**src/rtl/seq_signed_divider.sv**
```systemverilog
// Restoring signed divider, one quotient bit per clock; done pulses WIDTH+1 edges after the accepting edge.
// Start is taken only while ready; start during a division is ignored and results hold until the next done.
module seq_signed_divider #(
  parameter int WIDTH = 8
) (
  input  logic             clock,
  input  logic             reset,
  input  logic             start,
  input  logic [WIDTH-1:0] dividend,
  input  logic [WIDTH-1:0] divisor,
  output logic             ready,
  output logic             done,
  output logic [WIDTH-1:0] quotient,
  output logic [WIDTH-1:0] remainder,
  output logic             div_by_zero,
  output logic             overflow
);

  localparam int CW = $clog2(WIDTH + 1);

  typedef enum logic [1:0] {
    S_IDLE,
    S_BUSY,
    S_FIX
  } state_t;

  state_t           state_q, state_d;
  logic [WIDTH-1:0] rem_q, rem_d;
  logic [WIDTH-1:0] acc_q, acc_d;
  logic [WIDTH-1:0] dvs_q, dvs_d;
  logic [WIDTH-1:0] dvd_raw_q, dvd_raw_d;
  logic [CW-1:0]    cnt_q, cnt_d;
  logic             neg_quo_q, neg_quo_d;
  logic             neg_rem_q, neg_rem_d;
  logic             zero_dvs_q, zero_dvs_d;
  logic             min_neg1_q, min_neg1_d;
  logic [WIDTH-1:0] quotient_q, quotient_d;
  logic [WIDTH-1:0] remainder_q, remainder_d;
  logic             div_by_zero_q, div_by_zero_d;
  logic             overflow_q, overflow_d;
  logic             done_q, done_d;

  logic [WIDTH-1:0] dividend_mag;
  logic [WIDTH-1:0] divisor_mag;
  logic [WIDTH:0]   trial_shift;
  logic [WIDTH:0]   trial_diff;
  logic [WIDTH-1:0] min_val;

  always_comb begin
    min_val      = {1'b1, {(WIDTH-1){1'b0}}};
    // Negating MIN yields 2^(WIDTH-1) as an unsigned magnitude, which is exactly what we want.
    dividend_mag = dividend[WIDTH-1] ? (~dividend + WIDTH'(1)) : dividend;
    divisor_mag  = divisor[WIDTH-1]  ? (~divisor  + WIDTH'(1)) : divisor;
    trial_shift  = {rem_q, acc_q[WIDTH-1]};
    trial_diff   = trial_shift - {1'b0, dvs_q};

    state_d       = state_q;
    rem_d         = rem_q;
    acc_d         = acc_q;
    dvs_d         = dvs_q;
    dvd_raw_d     = dvd_raw_q;
    cnt_d         = cnt_q;
    neg_quo_d     = neg_quo_q;
    neg_rem_d     = neg_rem_q;
    zero_dvs_d    = zero_dvs_q;
    min_neg1_d    = min_neg1_q;
    quotient_d    = quotient_q;
    remainder_d   = remainder_q;
    div_by_zero_d = div_by_zero_q;
    overflow_d    = overflow_q;
    done_d        = 1'b0;

    case (state_q)
      S_IDLE: begin
        if (start) begin
          rem_d      = '0;
          acc_d      = dividend_mag;
          dvs_d      = divisor_mag;
          dvd_raw_d  = dividend;
          cnt_d      = CW'(WIDTH);
          neg_quo_d  = dividend[WIDTH-1] ^ divisor[WIDTH-1];
          neg_rem_d  = dividend[WIDTH-1];
          zero_dvs_d = (divisor == '0);
          min_neg1_d = (dividend == min_val) && (divisor == '1);
          state_d    = S_BUSY;
        end
      end

      S_BUSY: begin
        if (!trial_diff[WIDTH]) begin
          rem_d = trial_diff[WIDTH-1:0];
          acc_d = {acc_q[WIDTH-2:0], 1'b1};
        end else begin
          rem_d = trial_shift[WIDTH-1:0];
          acc_d = {acc_q[WIDTH-2:0], 1'b0};
        end
        cnt_d = cnt_q - CW'(1);
        if (cnt_q == CW'(1)) begin
          state_d = S_FIX;
        end
      end

      S_FIX: begin
        // Divide-by-zero bypasses the iterated values; MIN/-1 wraps naturally in the negation.
        if (zero_dvs_q) begin
          quotient_d  = '1;
          remainder_d = dvd_raw_q;
        end else begin
          quotient_d  = neg_quo_q ? (~acc_q + WIDTH'(1)) : acc_q;
          remainder_d = neg_rem_q ? (~rem_q + WIDTH'(1)) : rem_q;
        end
        div_by_zero_d = zero_dvs_q;
        overflow_d    = min_neg1_q;
        done_d        = 1'b1;
        state_d       = S_IDLE;
      end

      default: begin
        state_d = S_IDLE;
      end
    endcase
  end

  always_ff @(posedge clock) begin
    if (reset) begin
      state_q       <= S_IDLE;
      rem_q         <= '0;
      acc_q         <= '0;
      dvs_q         <= '0;
      dvd_raw_q     <= '0;
      cnt_q         <= '0;
      neg_quo_q     <= 1'b0;
      neg_rem_q     <= 1'b0;
      zero_dvs_q    <= 1'b0;
      min_neg1_q    <= 1'b0;
      quotient_q    <= '0;
      remainder_q   <= '0;
      div_by_zero_q <= 1'b0;
      overflow_q    <= 1'b0;
      done_q        <= 1'b0;
    end else begin
      state_q       <= state_d;
      rem_q         <= rem_d;
      acc_q         <= acc_d;
      dvs_q         <= dvs_d;
      dvd_raw_q     <= dvd_raw_d;
      cnt_q         <= cnt_d;
      neg_quo_q     <= neg_quo_d;
      neg_rem_q     <= neg_rem_d;
      zero_dvs_q    <= zero_dvs_d;
      min_neg1_q    <= min_neg1_d;
      quotient_q    <= quotient_d;
      remainder_q   <= remainder_d;
      div_by_zero_q <= div_by_zero_d;
      overflow_q    <= overflow_d;
      done_q        <= done_d;
    end
  end

  assign ready       = (state_q == S_IDLE);
  assign done        = done_q;
  assign quotient    = quotient_q;
  assign remainder   = remainder_q;
  assign div_by_zero = div_by_zero_q;
  assign overflow    = overflow_q;

endmodule

```
**config.mk**
```make
export PLATFORM = sky130hd
export DESIGN_NAME = seq_signed_divider
export DESIGN_NICKNAME = d
export VERILOG_FILES = /design/src/rtl/seq_signed_divider.sv
export SDC_FILE = /design/constraint.sdc
export NUM_CORES = 1
export LEC_CHECK = 0
export ABC_AREA = 1
export CAP_MARGIN = 30
export CORE_MARGIN = 10
export CORE_UTILIZATION = 55
export CTS_BUF_LIST = sky130_fd_sc_hd__clkbuf_8 sky130_fd_sc_hd__clkbuf_16
export DETAILED_ROUTE_END_ITERATION = 16
export PLACE_DENSITY = 0.78
export RECOVER_POWER = 25
export SETUP_SLACK_MARGIN = 0.3
export SYNTH_ARGS = -nofsm -noshare
export SYNTH_HDL_FRONTEND = slang
export SYNTH_SLANG_ARGS = --single-unit
```
**constraint.sdc**
```tcl
create_clock -name clock -period 2.7 [get_ports clock]
set_clock_uncertainty 0.15 [all_clocks]
set_input_delay 0.54 -clock clock [delete_from_list [all_inputs] [get_ports clock]]
set_output_delay 0.54 -clock clock [all_outputs]
set_load 0.005 [all_outputs]
```
==> key figures, run 1 <==
Floorplanning
  • Chip height: 98.9 um
  • DIE WIDTH: 98.9 um
  • # rows: 28
  • IO Count: 39
  • Core area: 5990 um^2
  • Starting Density: 0.571
  • Die area: 9780 um^2

GRT
  • Overall routing resource usage: 0.170
  • Initial antenna violation count: 0
  • Global-route wire length before repair: 14100 um
  • Vias in the first global route: 3092
  • Largest net degree at the start of global routing: 26
  • GR Overflow Total: 0

Min path
  • Hold Crit Class: register to register
  • Min-delay src: div_by_zero

Yosys
  • Post-synth top area cell: dfxtp_1
  • Area contributors post-synth: dfxtp_1, nand2_1, inv_1
  • YS warnings: 0
  • Syn_nets: 539
  • Post-synthesis cell area: 3420 um^2
  • Sequential share of the synthesized area: 0.351
  • Avg Inst Size Synth: 6.79 um^2
  • Yosys cell types: 36
  • Main synth FF type: dfxtp_1
  • Async SR Flop Fraction: 0
  • Number of flops mapped to enable cells by yosys: 0
  • Yosys top cell area share: 0.351
  • Yosys reg bits: 60
  • Synth Instances: 504

Timing
  • Setup Total Neg Slack: 0 ns
  • Period utilization: 0.811
  • Tmin final: 2.19 ns
  • RSZ-0062 raised after global routing: no
  • Headroom to the max-slew limit: 0.485
  • Fmax: 457 MHz
  • Final setup fails: 0
  • Hold Vio Cnt, Final: 0
  • Max-slew violation total from the final report: 0
  • Worst Tran Pin Value: 0.770 ns

Setup path
  • Setup CP Type: input pin to register
  • CP startpoint: start
  • Startpoint Class: input pin
  • Crit path DAT: 2.31 ns
  • Reg2reg start: acc_q[7]
  • Crit-path max FO: 13
  • CP Capture Type: register
  • CP Data Required Time: 2.82 ns

Power
  • IR drop worst, VDD: 0.594 mV
  • Lkg Pwr: 0.00190 uW
  • PwrDens: 891 nW/um^2
  • Tot Pwr: 3600 uW

Clock tree
  • Clk root buf: clkbuf_8
  • Worst skew pair latency: 0.34 ns
  • CTS max path bufs: 2
  • Post_cts resized: 0
  • CTS Sinks: 60
  • Hold buffers post-CTS: 0
  • Reg clk slew, reported paths: 0.07 ns
  • CTS tree: built
  • CTS Buf Count: 9
  • H-Tree Depth: 3
  • Setup bufs post-CTS: 0

Placed design
  • Post-DP HPWL: 6660 um
  • GPL Wtd Cong: 0.932
  • # port buffers: 38

Detailed routing
  • # DRC: 0
  • Initial DRC Count: 355
  • Final antenna-violating net count: 0
  • Vias per std cell: 5.37
  • Routed length per instance: 13.4 um
  • Drt total wl: 8370 um
  • Initial DRT Pass Iterations: 5
  • Vias: 3347

Layout
  • Layout cell share with drive strength beyond 1: 0.0566
  • Most frequent cells in the layout: nand2_1, inv_1, dfxtp_1
  • Area growth syn-to-layout: 18.1%
  • ANT cells: 0
  • Most common cell after layout, fill and taps aside: nand2_1
  • Fill count: 528
  • Final #Nets: 578

Status
  • Outcome: finished clean

Flow run
  • Max-cap viol count: 0
where the power goes:
group	switching (uW)	leakage, uW	internal, uW
logic	1060	0.00130	606
clock network	336	0.000107	469
registers	129	0.000490	1000
flip-flops by register name (all words and copies together) (netlist names), 2 cells and up:
name and cells:
dvs_q 8, acc_q 8, quotient 8, state_q 2, remainder 8, cnt_q 4
rem_q 8, dvd_raw_q 8
critical path: stages:
cell	delay, ns
clkdlybuf4s50_1	0.40
nand2_1	0.36
inv_1	0.27
nor2_4	0.26
nand2_1	0.13
inv_2	0.19
a21oi_1	0.08
o21ai_1	0.07
worst paths after layout:
check,depth (start not counted),slack (ns),end
hold / removal,2,0.32,div_by_zero
setup / recovery,8,0.51,acc_q[0]
hold reg to reg,2,0.32,div_by_zero
setup reg to reg,12,0.56,rem_q[5]
through the flow:
stage / instances / hold slack (ns) / util / setup slack (ns) / cell area, um^2
CTS: 623 / 0.319 / 0.678 / 0.497 / 4060
detailed placement: 607 / 0.311 / 0.644 / 0.350 / 3860
global placement: 607 / 0.304 / 0.644 / 0.435 / 3860
floorplan: 504 / 0.291 / - / 0.796 / 3420
global route: 623 / 0.351 / 0.675 / 0.367 / 4040
finish: 623 / 0.316 / 0.675 / 0.511 / 4040
synth_stat cells (6+ instances only):
cell      count
a21oi_1      28
a31oi_1       6
buf_2         8
dfxtp_1      60
ha_1         15
inv_1        74
nand2_1     128
nand3_1      51
nor2_1       40
o211ai_1      6
o21ai_0      26
xor2_1       11
per-layer routing:
| layer | vias up | GRT usage | wire (um) |
|---|---|---|---|
| met1 | 1511 | 0.218 | 3830 |
| met4 | 0 | 0.0750 | 150 |
| met5 | - | 0 | 0 |
| li1 | 1711 | - | - |
| met2 | 112 | 0.260 | 3750 |
| met3 | 13 | 0.0475 | 640 |
area by class of cell:
type                       count  area [um^2]  area share
inverter                      76          285      0.0705
sequential                    60         1200       0.297
tap                           75         93.8      0.0232
multi-input combinational    352         1850       0.457
clock inverter                 5         51.3      0.0127
timing repair buffer          44          414       0.102
clock buffer                  11          151      0.0374
cell families after synthesis:
kind of cell	after synthesis	synth area share
AOI/OAI and AO/OA	83	0.143
xor gates and xnor gates	13	0.0333
and+or+nand+nor	240	0.304
DFF	60	0.351
adders and majority gates	16	0.0607
buffers and inverters	92	0.108
No activity file was read; power rests on OpenSTA's default activity.
==> run 2, diff against run 1 <==
==> constraint.sdc (replaced) <==
create_clock -name clock -period 2.1 [get_ports clock]
set_clock_uncertainty 0.15 [all_clocks]
set_input_delay 0.42 -clock clock [delete_from_list [all_inputs] [get_ports clock]]
set_output_delay 0.42 -clock clock [all_outputs]
set_load 0.005 [all_outputs]
==> run 2 against run 1 <==
Against the previous run: register-to-register slack worse by 0.39 ns; critical path type is now register to register; largest cell class unchanged; total power increased by 57%; first-iteration DRC count fell by 16%.
==> key figures, run 2 (same netlist as run 1, synthesis figures left out) <==
Status
  • Outcome: finished clean

Detailed routing
  • Drt total wl: 9370 um
  • Final antenna-violating net count: 0
  • Routed length per instance: 14.7 um
  • Initial DRC Count: 297
  • Initial DRT Pass Iterations: 5
  • Vias: 3538
  • Vias per std cell: 5.56
  • # DRC: 0

Setup path
  • CP Capture Type: register
  • CP Data Required Time: 2.18 ns
  • Reg2reg end: rem_q[2]
  • Reg2reg start: acc_q[7]
  • Startpoint Class: register
  • Most used cell, CP: nand2_1
  • Setup CP Type: register to register
  • CP startpoint: acc_q[7]
  • Reg-to-reg slack, setup: 0.17 ns
  • CP max-delay cell: fa_2
  • Worst R2R Path Depth: 12
  • Cell chain of the critical path: inv_2, ha_4, inv_4, fa_2, nand2_2, nand2_4, nand3_4, nand3_4, nand3_1, nand2_1, nand2_1, nand2_1
  • Crit-path max FO: 8
  • CP max stage delay: 0.37 ns
  • Crit path DAT: 2.01 ns

Power
  • Clock share of power: 0.211
  • Combinational Power Share: 0.525
  • Lkg Pwr: 0.00201 uW
  • Cell-internal power: 3100 uW
  • PwrDens: 1290 nW/um^2
  • IR drop worst, VDD: 0.914 mV
  • Switching power share of the total: 0.450
  • Sequential share of power: 0.264
  • NetSw: 2540 uW

Min path
  • Min-delay src: dvs_q[7]
  • WHS Path Cells: 2
  • Worst Hold End: dvs_q[7]
  • Hold Crit Class: register to register

Timing
  • Worst hold slack: 0.315 ns
  • Worst Tran Pin Value: 0.598 ns
  • Hold Vio Cnt, Final: 0
  • RSZ-0062 raised after global routing: yes
  • Final setup fails: 0
  • Fmax: 519 MHz
  • Max-slew violation total from the final report: 0
  • Tmin final: 1.93 ns
  • Headroom to the max-slew limit: 0.601
  • Period utilization: 0.918
  • Setup Total Neg Slack: 0 ns

Layout
  • Most frequent cells in the layout: nand2_1, inv_1, dfxtp_1
  • ANT cells: 0
  • Layout cell share with drive strength beyond 1: 0.146
  • Area growth syn-to-layout: 28.0%
  • Final #Nets: 591
  • Most common cell after layout, fill and taps aside: nand2_1
  • Fill count: 464
  • Multi-input gate area: 2050 um^2
  • Register Area: 1210 um^2

Clock tree
  • CTS tree: built
  • Clk root buf: clkbuf_8
  • CTS Buf Count: 9
  • Reg clk slew, reported paths: 0.07 ns
  • Worst skew pair latency: 0.34 ns
  • H-Tree Depth: 3
  • CTS max path bufs: 2
  • CTS Sinks: 60

GRT
  • Initial antenna violation count: 0
  • Largest net degree at the start of global routing: 19
  • Global-route wire length before repair: 15300 um
  • GR Overflow Total: 0
  • Vias in the first global route: 3355
  • Overall routing resource usage: 0.185

Floorplanning
  • Die area: 9780 um^2
  • DIE WIDTH: 98.9 um
  • Starting Density: 0.571
  • Chip height: 98.9 um
  • IO Count: 39
  • Core area: 5990 um^2
  • # rows: 28

Placed design
  • Post-DP HPWL: 6790 um
  • # port buffers: 38
  • GPL Wtd Cong: 0.923

Flow run
  • Max-cap viol count: 0
[run 2: metal layers]
metal	global-route usage	vias to the layer above	part of all wire
met5	0	-	0
met4	0.0904	0	0.026
met3	0.0496	32	0.072
met2	0.297	153	0.47
met1	0.223	1609	0.43
li1	-	1744	-
[run 2: power groups by stage]
stage	Clock [uW]	Combinational, uW	Sequential, uW
after global placement	0	2190	1470
after global routing	1240	3300	1510
after CTS	1190	2410	1460
after floorplan	0	1830	1420
final	1190	2960	1490
after detailed placement	0	2260	1480
[run 2: how the worst max path moves through the flow]
| stage | to | depth (start not counted) |
|---|---|---|
| after detailed placement | acc_q[6] | 11 |
| after global routing | acc_q[0] | 9 |
| after floorplan | rem_q[1] | 12 |
| final | rem_q[2] | 12 |
| after CTS | rem_q[0] | 10 |
| after global placement | acc_q[6] | 11 |
[run 2: layout make-up]
| cell class | count | share of cell area |
|---|---|---|
| Timing Repair Buffer | 57 | 0.118 |
| Clock buffer | 10 | 0.0314 |
| Clock inverter | 6 | 0.0200 |
| Tap cell | 75 | 0.0214 |
| Multi-Input combinational cell | 352 | 0.467 |
| Sequential cell | 60 | 0.277 |
| Inverter | 76 | 0.0657 |
[run 2: worst max-delay path: cells and delay by family (launching register included)]
kind,cells,cell delay (ns)
simple gates,8,0.72
fa+ha+maj,2,0.50
flops,1,0.33
buf+inv,2,0.11
[run 2: through the flow]
| step | setup WS [ns] | instance area (um^2) | utilization | power (uW) | instances |
|---|---|---|---|---|---|
| after floorplan | 0.301 | 3450 | - | 3250 | 504 |
| after global placement | 0.135 | 3920 | 0.654 | 3660 | 612 |
| after detailed placement | 0.133 | 3920 | 0.654 | 3740 | 612 |
| after CTS | 0.258 | 4230 | 0.706 | 5060 | 632 |
| after global routing | 0.0850 | 4380 | 0.731 | 6040 | 636 |
| final | 0.171 | 4380 | 0.731 | 5640 | 636 |
[run 2: timing repair]
action | in CTS | in global routing
endpoints found under the setup margin | 10 | 24
hold buffers | 0 | 0
resized for setup | 15 | 42
pin swaps | 7 | 10
setup buffers | 4 | 4
